==> src/rtl/instr_fetch_ctrl.sv <==
// instr_fetch_ctrl: PC owner and fetch sequencer for a synchronous-read instruction memory.
// Optional FETCH_STATS_EN adds saturating fetch/squash counters.
module instr_fetch_ctrl #(
    parameter int ADDR_W = 10,
    parameter int DATA_W = 32,
    parameter logic [ADDR_W-1:0] RESET_PC = '0
) (
    input  logic              clk,
    input  logic              rst_n,
    input  logic              start,
    input  logic              halt_req,
    input  logic              redirect_valid,
    input  logic [ADDR_W-1:0] redirect_addr,
    output logic [ADDR_W-1:0] mem_addr,
    input  logic [DATA_W-1:0] mem_data,
    output logic [DATA_W-1:0] instr,
    output logic [ADDR_W-1:0] instr_pc,
    output logic              instr_valid,
    input  logic              instr_ready,
`ifdef FETCH_STATS_EN
    output logic [31:0]       fetch_count,
    output logic [15:0]       squash_count,
`endif
    output logic              busy,
    output logic              halted
);
    typedef enum logic [1:0] {IDLE, RUN, DRAIN, HALT} state_t;
    state_t state, state_nxt;
    logic [ADDR_W-1:0] pc, last_addr, tgt;
    logic inflight, stall, issue;

    assign stall = inflight & ~instr_ready;
    assign issue = (state == RUN) & ~halt_req & (~stall | redirect_valid);
    assign tgt = redirect_valid ? redirect_addr : pc;
    // While an instruction is held, re-read its word so mem_data stays stable.
    assign mem_addr = issue ? tgt : (inflight ? last_addr : pc);
    assign instr = mem_data;
    assign instr_pc = last_addr;
    assign instr_valid = inflight;
    assign busy = (state == RUN) | (state == DRAIN);
    assign halted = (state == HALT);

    always_comb begin
        state_nxt = state;
        case (state)
            IDLE:    state_nxt = start ? RUN : IDLE;
            RUN:     state_nxt = halt_req ? DRAIN : RUN;
            DRAIN:   state_nxt = inflight ? DRAIN : HALT;
            default: state_nxt = start ? RUN : HALT;
        endcase
    end

    always_ff @(posedge clk or negedge rst_n) begin
        if (!rst_n)
            state <= IDLE;
        else
            state <= state_nxt;
    end

    always_ff @(posedge clk or negedge rst_n) begin
        if (!rst_n) begin
            pc        <= RESET_PC;
            last_addr <= RESET_PC;
            inflight  <= 1'b0;
        end else if (issue) begin
            pc        <= tgt + ADDR_W'(1);
            last_addr <= tgt;
            inflight  <= 1'b1;
        end else begin
            if (redirect_valid)
                pc <= redirect_addr;
            if (instr_ready)
                inflight <= 1'b0;
        end
    end

`ifdef FETCH_STATS_EN
    always_ff @(posedge clk or negedge rst_n) begin
        if (!rst_n) begin
            fetch_count  <= '0;
            squash_count <= '0;
        end else begin
            if (inflight && instr_ready && fetch_count != '1)
                fetch_count <= fetch_count + 32'd1;
            if (issue && redirect_valid && stall && squash_count != '1)
                squash_count <= squash_count + 16'd1;
        end
    end
`endif
endmodule

==> config.mk <==
export PLATFORM = sky130hd
export DESIGN_NAME = instr_fetch_ctrl
export DESIGN_NICKNAME = d
export VERILOG_FILES = /design/src/rtl/instr_fetch_ctrl.sv
export SDC_FILE = /design/constraint.sdc
export NUM_CORES = 1
export LEC_CHECK = 0
export BUFFER_PORTS_ARGS = -buffer_cell sky130_fd_sc_hd__buf_2
export CAP_MARGIN = 0
export CORE_ASPECT_RATIO = 0.9
export CORE_UTILIZATION = 44
export DETAILED_ROUTE_END_ITERATION = 10
export GPL_ROUTABILITY_DRIVEN = 0
export PLACE_DENSITY = 0.88
export SYNTH_ARGS = -nofsm -noshare
export SYNTH_HDL_FRONTEND = slang
export SYNTH_SLANG_ARGS = --single-unit
export TNS_END_PERCENT = 10
==> constraint.sdc <==
create_clock -name clk -period 4.2 [get_ports clk]
set_input_delay 0.21 -clock clk [delete_from_list [all_inputs] [get_ports clk]]
set_output_delay 0.21 -clock clk [all_outputs]
set_load 0.05 [all_outputs]
==> impl_metrics.env <==
export IMPL_leakage_nw=0.7319
export IMPL_boundaryPins=103
export IMPL_clock_sinks=23
export IMPL_ys_warn_count=0
export IMPL_critPathRequiredTime_ns=3.99
export IMPL_grt_ovfl_total=0
export IMPL_antenna_found_initial=0
export IMPL_syn_to_final_growth_pct=0.2304
export IMPL_hp_class="input pin to flop"
export IMPL_synth_area_leaders="dfrtp_1 (35%), buf_4 (15%), a21oi_1 (6.4%), mux2i_1 (4.9%), nor2_1 (4.1%)"
export IMPL_nNetsFinal=228
export IMPL_multiInputGateArea_um2=728.2
export IMPL_crit_type="flop to output pin"
export IMPL_dp_hpwl_um=2308
export IMPL_grt_pass1_wl_um=5030
export IMPL_drtPass1Iterations=4
export IMPL_fin_skew_ns=0.003567
export IMPL_final_setup_viol_count=0
export IMPL_p_per_area_nw_per_um2=922.4
export IMPL_netlist_area_leader_share_pct=35.30
export IMPL_arrival_ns=2.50
export IMPL_regArea_um2=575.6
export IMPL_fin_crit_ns=2.707
export IMPL_start_util_pct=47.21
export IMPL_hold_viol_final=0
export IMPL_cts_tree="done"
export IMPL_fillers=324
export IMPL_diodes=0
export IMPL_worst_pin_slew_ns=0.7409
export IMPL_grt_max_degree=26
export IMPL_rsz0062_at_grt="false"
export IMPL_drive_gt1_share_pct=28.74
export IMPL_synth_cells=171
export IMPL_yosys_cell_types_count=31
export IMPL_die_width_um=66.17
export IMPL_status="finished, final reports clean"
export IMPL_cts_resized_gates=0
export IMPL_max_cap_violations=0
export IMPL_total_power_mw=1.507
export IMPL_dieArea_um2=3953
export IMPL_final_common_cell="buf_2"
export IMPL_drcViolationCount=0
export IMPL_synth_nets=224
export IMPL_post_dp_cell_area_um2=1579
export IMPL_crit_slowest_cell="dfrtp_1"
export IMPL_clock_latency_ns=0.26
export IMPL_design_area_um2=1634
export IMPL_ys_seq_area_share_pct=35.30
export IMPL_std_cell_rows=20
export IMPL_drtIter0Drc=51
export IMPL_cp_max_fo=25
export IMPL_layout_common_cells="buf_2 (38), dfrtp_1 (23), a21oi_1 (21), nor2_1 (17)"
export IMPL_peakVddDrop_mv=0.4307
export IMPL_cp_cell_sequence="nor3b_4 > nor2_2 > buf_4 > a211oi_1 > a21oi_1 > buf_2"
export IMPL_ys_seq_elements=23
export IMPL_tns_ns=0
export IMPL_relSlewSlack_pct=49.19
export IMPL_fin_crit_sh_pct=64.45
export IMPL_clk_pin_slew_worst_paths_ns=0.07
export IMPL_timing_fmax_mhz=369.4
export IMPL_cts_path_max_buffers=2
export IMPL_grt_usage_pct=16.92
export IMPL_htree_levels=1
export IMPL_synthArstFlopShare_pct=100.0
export IMPL_fin_ws_ns=1.493
export IMPL_startpoint_type="flop"
export IMPL_routedWlPerCell_um=14.39
export IMPL_timing_hold_ws_ns=0.1488
export IMPL_portBuffers=38
export IMPL_synth_top_area_cell="dfrtp_1"
export IMPL_vias_per_cell=5.206
export IMPL_ant_nets=0
export IMPL_routed_wl_um=3136
export IMPL_synth_edff_count=0
export IMPL_core_um2=3453
export IMPL_vias=1135
export IMPL_grt_pass1_vias=1054
export IMPL_critPathMaxStageDelay_ns=0.63
export IMPL_numCtsBuffers=3
export IMPL_dp_slack_ns=1.812
export IMPL_root_buffer="clkbuf_8"
export IMPL_synthFlopType="dfrtp_1"
export IMPL_critPathCaptureType="output pin"
export IMPL_syn_avg_cell_area_um2=9.534
export IMPL_syn_area_um2=1630
export IMPL_dieHeight_um=59.75
export IMPL_slew_viol_final=0
-- cell usage after synthesis (all sizes together), types with 4 or more instances --
cell,number
buf,39
dfrtp,23
a21oi,21
nor2,18
mux2i,10
a211oi,9
nor2b,7
xor2,7
inv,6
ha,5
nand3,4
-- routing by layer --
layer | vias to the layer above | track usage [%] | wire length, µm
met1 | 525 | 24.40 | 1508
met3 | 4 | 4.771 | 214
met4 | 0 | 5.167 | 38
li1 | 558 | - | -
met2 | 48 | 24.49 | 1374
met5 | - | 0 | 0
-- power breakdown --
part	internal, mW	switching [mW]
Clock	0.0676	0.0664
Combinational	0.250	0.735
Sequential	0.306	0.0827
-- area by class of cell --
type	count	share of cell area [%]
clock buffers	4	2.757
flip-flops and latches	23	35.22
multi-input cells	101	44.56
inverters	6	1.378
well taps	44	3.369
repair buffers	40	12.71
-- what timing repair did --
item | 4_1_cts | 5_1_grt
endpoints found under the hold margin | 23 | 0
buffers inserted | 0 | 0
hold buffers | 1 | 0
setup endpoints to repair | 0 | 0
-- critical path, delay by kind of cell, from the launching register on --
family                 cells  cell delay, ns
and+or+nand+nor            2            0.73
DFF                        1            0.63
buffers and inverters      2            0.64
AOI/OAI and AO/OA          2            0.23
-- state kept, by name, indices dropped and copies added, names as in the netlist --
register,cells
pc,10
instr_pc,10
instr_valid,1
state,2
-- kinds of logic (layout without fill, tap and decap cells) --
group                    after synthesis  after routing  share of synthesized area (%)
AND/OR/NAND/NOR                       43             43                          15.66
AO/OA/AOI/OAI                         33             33                          12.89
buffers and inverters                 47             50                          20.18
multiplexers                          11             11                          7.291
adder cells (fa/ha/maj)                5              5                          3.837
flip-flops                            23             23                          35.30
XOR/XNOR                               9              9                          4.835
-- worst paths after layout --
path | end | cells after the start | slack (ns) | start
hold reg to reg | instr_pc[0] | 2 | 0.56 | instr_pc[0]
min in group asynchronous | instr_pc[8] | 2 | 0.45 | rst_n
hold / removal | state[1] | 2 | 0.15 | start
max in group asynchronous | state[0] | 2 | 3.40 | rst_n
setup reg to reg | pc[8] | 5 | 2.06 | instr_valid
setup / recovery | mem_addr[8] | 6 | 1.49 | instr_valid
-- per-stage QoR --
stage,std cells,util [%]
2_1_floorplan,171,-
5_1_grt,218,47.32
4_1_cts,218,47.32
3_5_place_dp,213,45.72
3_3_place_gp,213,45.72
6_report,218,47.32
No activity file was read; power rests on OpenSTA's default activity.
